**config.mk**
```make
export PLATFORM = sky130hd
export DESIGN_NAME = sli_timing_gen
export DESIGN_NICKNAME = d
export VERILOG_FILES = /design/src/rtl/sli_timing_gen.sv
export SDC_FILE = /design/constraint.sdc
export NUM_CORES = 1
export LEC_CHECK = 0
export BUFFER_PORTS_ARGS = -buffer_cell sky130_fd_sc_hd__buf_4
export CAP_MARGIN = 30
export CORE_AREA = 2 2 101 93
export DETAILED_ROUTE_END_ITERATION = 10
export DIE_AREA = 0 0 103 95
export MAX_ROUTING_LAYER = met4
export PLACE_DENSITY = 0.66
export SLEW_MARGIN = 20
export SYNTH_ARGS = -nofsm -noshare
export SYNTH_HDL_FRONTEND = slang
export SYNTH_SLANG_ARGS = --single-unit
export TNS_END_PERCENT = 10
```
**constraint.sdc**
```tcl
create_clock -name clk -period 2 [get_ports clk]
set_input_delay 0.1 -clock clk [delete_from_list [all_inputs] [get_ports clk]]
set_output_delay 0.1 -clock clk [all_outputs]
set_load 0.05 [all_outputs]
```
**src/rtl/sli_timing_gen.sv**
```systemverilog
// Video timing generator with built-in test patterns.
// Produces hsync/vsync/blank, active row/col indices, a start-of-frame
// pulse and a completed-frame counter. Every output is registered one
// cycle after the counter state it describes, so all of them stay aligned.
module sli_timing_gen #(
  parameter int H_ACTIVE = 1280,
  parameter int H_FP     = 110,
  parameter int H_SYNC   = 40,
  parameter int H_BP     = 220,
  parameter int V_ACTIVE = 720,
  parameter int V_FP     = 5,
  parameter int V_SYNC   = 5,
  parameter int V_BP     = 20,
  parameter bit HS_POL   = 1'b1,
  parameter bit VS_POL   = 1'b1
) (
  input  logic        clk,
  input  logic        rstn,
  input  logic        en,
  input  logic [1:0]  pat_sel,
  output logic [7:0]  out_red,
  output logic [7:0]  out_green,
  output logic [7:0]  out_blue,
  output logic        out_hsync,
  output logic        out_vsync,
  output logic        out_blank,
  output logic [9:0]  row,
  output logic [10:0] col,
  output logic        sof,
  output logic [7:0]  frame_cnt
);

  localparam int H_TOTAL = H_ACTIVE + H_FP + H_SYNC + H_BP;
  localparam int V_TOTAL = V_ACTIVE + V_FP + V_SYNC + V_BP;

  // Sized copies of the timing points so every comparison is width-matched.
  localparam logic [11:0] H_LAST   = 12'(H_TOTAL - 1);
  localparam logic [11:0] H_ACT    = 12'(H_ACTIVE);
  localparam logic [11:0] HS_START = 12'(H_ACTIVE + H_FP);
  localparam logic [11:0] HS_END   = 12'(H_ACTIVE + H_FP + H_SYNC);
  localparam logic [10:0] V_LAST   = 11'(V_TOTAL - 1);
  localparam logic [10:0] V_ACT    = 11'(V_ACTIVE);
  localparam logic [10:0] VS_START = 11'(V_ACTIVE + V_FP);
  localparam logic [10:0] VS_END   = 11'(V_ACTIVE + V_FP + V_SYNC);

  // Bar edges: integer-divided width, leftover columns fall into the last bar.
  localparam logic [11:0] BAR_1 = 12'((H_ACTIVE / 4) * 1);
  localparam logic [11:0] BAR_2 = 12'((H_ACTIVE / 4) * 2);
  localparam logic [11:0] BAR_3 = 12'((H_ACTIVE / 4) * 3);

  localparam logic [0:0] ST_IDLE = 1'b0;
  localparam logic [0:0] ST_RUN  = 1'b1;

  logic [0:0]  r_state;
  logic [11:0] r_hc;
  logic [10:0] r_vc;
  logic [1:0]  r_pat;

  logic        w_run;
  logic        w_eol;
  logic        w_eof;
  logic        w_origin;
  logic        w_active;
  logic        w_hs;
  logic        w_vs;
  logic [1:0]  w_pat;
  logic [7:0]  w_red;
  logic [7:0]  w_green;
  logic [7:0]  w_blue;

  // Decode the current counter position into timing qualifiers.
  always_comb begin
    // IDLE with en=1 already counts as the (0,0) cycle of a new frame.
    w_run    = (r_state == ST_RUN) || en;
    w_eol    = (r_hc == H_LAST);
    w_eof    = w_eol && (r_vc == V_LAST);
    w_origin = (r_hc == '0) && (r_vc == '0);
    w_active = w_run && (r_hc < H_ACT) && (r_vc < V_ACT);
    w_hs     = w_run && (r_hc >= HS_START) && (r_hc < HS_END);
    w_vs     = w_run && (r_vc >= VS_START) && (r_vc < VS_END);
    // The (0,0) pixel already uses the freshly sampled pattern.
    w_pat    = w_origin ? pat_sel : r_pat;
  end

  // Pattern generator; black outside the active region.
  always_comb begin
    // NOTE: every output gets a default first so no path leaves it unassigned (no latch).
    w_red   = '0;
    w_green = '0;
    w_blue  = '0;
    if (w_active) begin
      case (w_pat)
        2'd1: begin
          w_red   = r_hc[7:0];
          w_green = r_hc[7:0];
          w_blue  = r_hc[7:0];
        end
        2'd2: begin
          w_red   = r_vc[7:0];
          w_green = r_vc[7:0];
          w_blue  = r_vc[7:0];
        end
        2'd3: begin
          if (r_hc < BAR_1) begin
            w_red   = 8'hFF;
            w_green = 8'hFF;
            w_blue  = 8'hFF;
          end else if (r_hc < BAR_2) begin
            w_red   = 8'hFF;
          end else if (r_hc < BAR_3) begin
            w_green = 8'hFF;
          end else begin
            w_blue  = 8'hFF;
          end
        end
        default: ;
      endcase
    end
  end

  // Run/idle state, raster counters, latched pattern and frame counter.
  always_ff @(posedge clk) begin
    // NOTE: sequential state uses non-blocking assignments so all registers update from pre-edge values.
    if (!rstn) begin
      r_state   <= ST_IDLE;
      r_hc      <= '0;
      r_vc      <= '0;
      r_pat     <= '0;
      frame_cnt <= '0;
    end else if (w_run) begin
      r_pat <= w_pat;
      if (w_eol) begin
        r_hc <= '0;
        r_vc <= w_eof ? 11'd0 : r_vc + 11'd1;
      end else begin
        r_hc <= r_hc + 12'd1;
      end
      // en only matters at the frame boundary; mid-frame frames always complete.
      r_state <= (w_eof && !en) ? ST_IDLE : ST_RUN;
      if (w_eof) frame_cnt <= frame_cnt + 8'd1;
    end
  end

  // Register all pixel and timing outputs from the current counter state.
  always_ff @(posedge clk) begin
    if (!rstn) begin
      out_red   <= '0;
      out_green <= '0;
      out_blue  <= '0;
      out_hsync <= ~HS_POL;
      out_vsync <= ~VS_POL;
      out_blank <= 1'b1;
      row       <= '0;
      col       <= '0;
      sof       <= 1'b0;
    end else begin
      out_red   <= w_red;
      out_green <= w_green;
      out_blue  <= w_blue;
      out_hsync <= w_hs ? HS_POL : ~HS_POL;
      out_vsync <= w_vs ? VS_POL : ~VS_POL;
      out_blank <= ~w_active;
      row       <= w_active ? r_vc[9:0]  : 10'd0;
      col       <= w_active ? r_hc[10:0] : 11'd0;
      sof       <= w_active && w_origin;
    end
  end

endmodule

```
; ---- Yosys cells after proc, flatten, opt, wreduce, memory -nomap -nowiden
; Cells that the tools add are included.
[word_totals]
input_bits = 5
elab_cells = 66
ff_bits = 83
output_inout_bits = 57
[classes]
mux = 17
n_lt_le_gt_ge = 9
add_sub_neg = 3
reduce_logical = 17
n_bitwise = 1
n_eq_ne = 5
[op_table]
columns = operator, count
row1 = $pmux W8 S3, 3
row2 = $mux W8, 8
row3 = $lt A12 B10 Y1 const B, 2
row4 = $lt A12 B11 Y1 const B, 2
row5 = $lt A11 B10 Y1 const B, 2
row6 = $add A12 B1 Y12 const B, 1
row7 = $eq A12 B11 Y1 const B, 1
row8 = $ge A12 B11 Y1 const B, 1
row9 = $logic_not A12 Y1, 1
row10 = $lt A12 B9 Y1 const B, 1
row11 = $mux W12, 1
row12 = $add A11 B1 Y11 const B, 1
row13 = $eq A11 B10 Y1 const B, 1
row14 = $ge A11 B10 Y1 const B, 1
row15 = $logic_not A11 Y1, 1
row16 = $mux W11, 1
row17 = $logic_and A1 B1 Y1, 10
row18 = $add A8 B1 Y8 const B, 1
row19 = $reduce_and A2 Y1, 3
row20 = $eq A2 B2 Y1 const B, 2
row21 = $mux W1, 3
row22 = $eq A2 B1 Y1 const B, 1
row23 = $mux W2, 1
row24 = $logic_not A1 Y1, 1
row25 = other kinds (2), 2

; ---- Logic depth before layout (Yosys ltp)
[depth]
depth_word = 5
ltp_mapped = 8
mapped_depth_nobuf = 7

; ---- Worst setup path before layout
; OpenSTA, ideal clock, no wires.
[synth_timing]
path_type = flip-flop to flip-flop
from = register r_vc[0]
to = register frame_cnt[7]
period_less_slack_ns = 2.000
arrival_ns = 1.885
stages_incl_launch_ff = 8
required_ns = 1.885
setup_ns = 0.115
setup_slack_ns = 0.000
n_path_buf = 1
cell_sequence = dfxtp_1 > ha_1 > or2b_4 > or4_1 > buf_2 > nor4_2 > xor2_1 > and2_1
[synth_between]
elab_chain_cells = 3
[synth_rtl]
columns = element, line
row1 = start: declaration, 56  ; logic [10:0] r_vc;
row2 = start signal: assignment, 134  ; r_vc <= w_eof ? 11'd0 : r_vc + 11'd1;
row3 = $eq A11 B10 Y1, 76  ; w_eof = w_eol && (r_vc == V_LAST);
row4 = $logic_and A1 B1 Y1, 76
row5 = $reduce_and A2 Y1 (no line), n/a
row6 = end signal: assignment, 140  ; if (w_eof) frame_cnt <= frame_cnt + 8'd1;
row7 = end: declaration, 30  ; output logic [7:0] frame_cnt
; Every way passes these cells.
; A chain may end at the register's enable or synchronous reset.

; ---- Worst setup path after layout
[layout_timing]
from = register r_vc[1]
to = register frame_cnt[4]
; The elaborated chain is that of the path after synthesis.

==> impl_metrics.py <==
metrics = {
    "outcome": {
        "status": "finished, final reports clean",
    },
    "final_layout": {
        "diodes": 0,
        "finalNetCount": 473,
        "final_util": 0.5113,
        "fill_cells": 831,
        "fin_area_um2": 4518,
        "drive_gt1_frac": 0.2996,
        "area_delta_synth_final_pct": 31.40,
    },
    "global_route": {
        "grt.busiest_layer": "met2",
        "use_met3": 0.03849,
        "overflow": 0,
        "grt_usage": 0.1918,
        "grt_max_degree": 25,
        "grt_first_pass_wirelength_um": 14010,
        "grt_pass1_vias": 2896,
        "antenna_found_initial": 0,
        "use_met2": 0.3057,
        "met1_usage": 0.2387,
    },
    "route": {
        "drt_pass1_iterations": 4,
        "wl_per_cell_um": 14.73,
        "vias": 3000,
        "route.antenna.remaining_nets": 0,
        "drcViolationCount": 0,
        "via_per_inst": 5.119,
        "first_iter_violations": 207,
        "wl_um": 8630,
    },
    "pwr": {
        "totalPowerFinal_w": 0.003177,
        "switchingPower_w": 0.0008361,
        "clkPwrFrac": 0.334,
        "p_int_w": 0.002341,
        "p_leak_nw": 1.940,
        "swShare": 0.2632,
        "ir_drop_v": 0.0003417,
        "power_frac_comb": 0.128,
        "seq_power_share": 0.537,
        "pwr_density_cell_nw_per_um2": 703.2,
    },
    "placement": {
        "gp_congestion": 0.8666,
        "pre_cts_slack_ns": -0.04783,
        "postPlaceCellArea_um2": 4259,
        "port_buffers": 61,
        "hpwl_um": 6419,
    },
    "yosys": {
        "synth-edff-count": 0,
        "synth_top_area_share": 0.4833,
        "synth_seq_cells": 83,
        "post_synth.cell_area_avg_um2": 9.394,
        "yosysSeqAreaShare": 0.4833,
        "synth_most_common_cell": "dfxtp_1",
        "synth_common_cells": "dfxtp_1 (83), nor2_1 (40), and2_1 (24), a21oi_1 (22), nand2_1 (22)",
        "yosysWarnings": 0,
        "syn_nets": 378,
        "synth_cell_type_count": 51,
        "synth_ff_type": "dfxtp_1",
        "syn_area_um2": 3438,
        "yosys.area.top_type": "dfxtp_1",
        "synthArstFlopShare": 0,
        "ys_top_cells_by_area": "dfxtp_1 (48%), and2_1 (4.4%), nor2_1 (4.4%)",
        "syn_inst": 366,
    },
    "critical_path": {
        "crit_fanout": 4,
        "end_kind": "flop",
        "rrSetupSlack_ns": 0.05,
        "r2r_start": "r_vc[1]",
        "reg2reg_to": "frame_cnt[4]",
        "startpoint": "r_vc[1]",
        "startpoint_type": "flop",
        "critPathKind": "flop to flop",
        "reg2reg_depth": 8,
        "arrival_ns": 2.19,
        "crit_required_ns": 2.24,
    },
    "sta": {
        "slew_viol_final": 0,
        "fin_setup_tns_ns": 0,
        "finalSetupViolCount": 0,
        "fin_skew_ns": 0.009475,
        "fmax_ghz": 0.5140,
        "timing.final.ws_setup_ns": 0.05466,
        "worstMarginPinSlew_ns": 0.5579,
        "fin_crit_ns": 1.945,
        "fin_crit_sh": 0.9727,
        "finalHoldViolCount": 0,
        "slew-limit-headroom": 0.6273,
        "rsz0062_at_grt": "true",
    },
    "flow_run": {
        "max_cap_viol_count": 0,
    },
    "floorplan": {
        "initial_core_util": 0.3891,
        "die-height_um": 95,
        "core_area_um2": 8836,
        "pin_count": 62,
        "die_w_um": 103,
        "dieArea_um2": 9785,
        "rows": 33,
    },
    "hold_path": {
        "hold_path.class": "input port to flop",
        "holdPathStages": 3,
        "min-delay-start": "en",
        "holdPathEnd": "r_state",
    },
    "cts": {
        "cts_buffer_depth": 2,
        "clkTransAtPathRegs_ns": 0.08,
        "cts_made_buffers": 9,
        "cts_num_sinks": 83,
        "h-tree-depth": 3,
        "clk_latency_ns": 0.36,
        "cts_tree": "yes",
        "cts_root_buf": "clkbuf_8",
    },
}
==> routing by layer <==
layer | wire, um | vias up
met2 | 4241 | 88
met1 | 3727 | 1441
li1 | - | 1455
met5 | 0 | -
met4 | 169 | 0
met3 | 493 | 16
==> per-stage QoR <==
| step | hold WS, ns | std cells |
|---|---|---|
| 4_1_cts | 0.006540 | 585 |
| 6_report | 0.01864 | 586 |
| 3_5_place_dp | 0.3771 | 570 |
| 5_1_grt | 0.04831 | 586 |
| 2_1_floorplan | 0.2262 | 366 |
| 3_3_place_gp | 0.3682 | 570 |
==> cells in the final DEF, fill, tap and decap left out, types with 2 or more instances in the layout <==
master	Yosys	final
nand2b_1	2	2
nor4_4	2	3
nand4_1	10	10
clkbuf_8	1	11
nand3b_1	3	3
mux2i_1	4	4
nor4b_1	3	2
inv_1	8	8
a21boi_0	4	2
and2_1	24	24
buf_4	1	103
xor2_1	14	14
nor2b_1	4	4
a22oi_1	7	7
a31oi_1	9	9
o211ai_1	2	2
nand3_1	14	14
o21ai_0	7	5
a21oi_1	22	22
nor3_1	12	11
o21ai_1	2	3
dfxtp_1	83	83
nand2_1	22	21
and3_1	6	6
nor2_1	40	39
ha_1	7	6
xnor2_1	11	11
==> cell families after synthesis <==
family,count (synthesis),synth area share
xor+xnor,25,0.06368
flops,83,0.4833
compound gates,59,0.1106
mux,4,0.01165
buf+inv,28,0.04076
fa+ha+maj,8,0.02838
simple gates,159,0.2616
==> final cells by class <==
class	instances	area, um^2	share of cell area
sequential	83	1662	0.3678
inverter	8	30.03	0.006646
timing repair buffer	104	793.3	0.1756
multi-input combinational	255	1713	0.3791
tap	122	152.6	0.03379
clock buffer	12	155.1	0.03434
clock inverter	2	12.51	0.002769
==> worst max-delay path by stage <==
stage | to | slack [ns] | cells after the start
after floorplan | frame_cnt[7] | 0.0004 | 7
after global placement | frame_cnt[7] | -0.02 | 7
after detailed placement | out_red[0] | -0.05 | 7
after CTS | frame_cnt[7] | 0.02 | 7
after global routing | frame_cnt[4] | -0.02 | 8
final | frame_cnt[4] | 0.05 | 8
==> power by group through the flow <==
stage | clock, W | combinational, W | sequential, W
finish | 0.00106 | 0.000408 | 0.00171
global route | 0.00115 | 0.000436 | 0.00171
CTS | 0.00108 | 0.000388 | 0.00171
detailed placement | 0 | 0.000378 | 0.00175
global placement | 0 | 0.000376 | 0.00175
floorplan | 0 | 0.000146 | 0.00184
==> flip-flops by register name, indices dropped and copies added (netlist names) <==
| name | cells |
|---|---|
| r_hc | 12 |
| col | 11 |
| r_vc | 11 |
| row | 10 |
| frame_cnt | 8 |
| out_blue | 8 |
| out_green | 8 |
| out_red | 8 |
| r_pat | 2 |
| out_blank | 1 |
| out_hsync | 1 |
| out_vsync | 1 |
| r_state | 1 |
| sof | 1 |
==> worst max-delay path: stages, from the launching register on <==
cell	delay (ns)
dfxtp_1	0.31
inv_1	0.09
ha_2	0.18
or2b_4	0.26
or4_4	0.47
buf_4	0.18
nor2_2	0.11
nand3_1	0.10
mux2i_1	0.13
==> timing repair <==
| item | CTS | global route |
|---|---|---|
| resized for setup | 3 | 19 |
| pin swaps | 1 | 2 |
| endpoints found under the setup margin | 25 | 43 |
| hold buffers | 0 | 0 |
| setup buffers | 1 | 1 |
No activity file was read; power rests on OpenSTA's default activity.
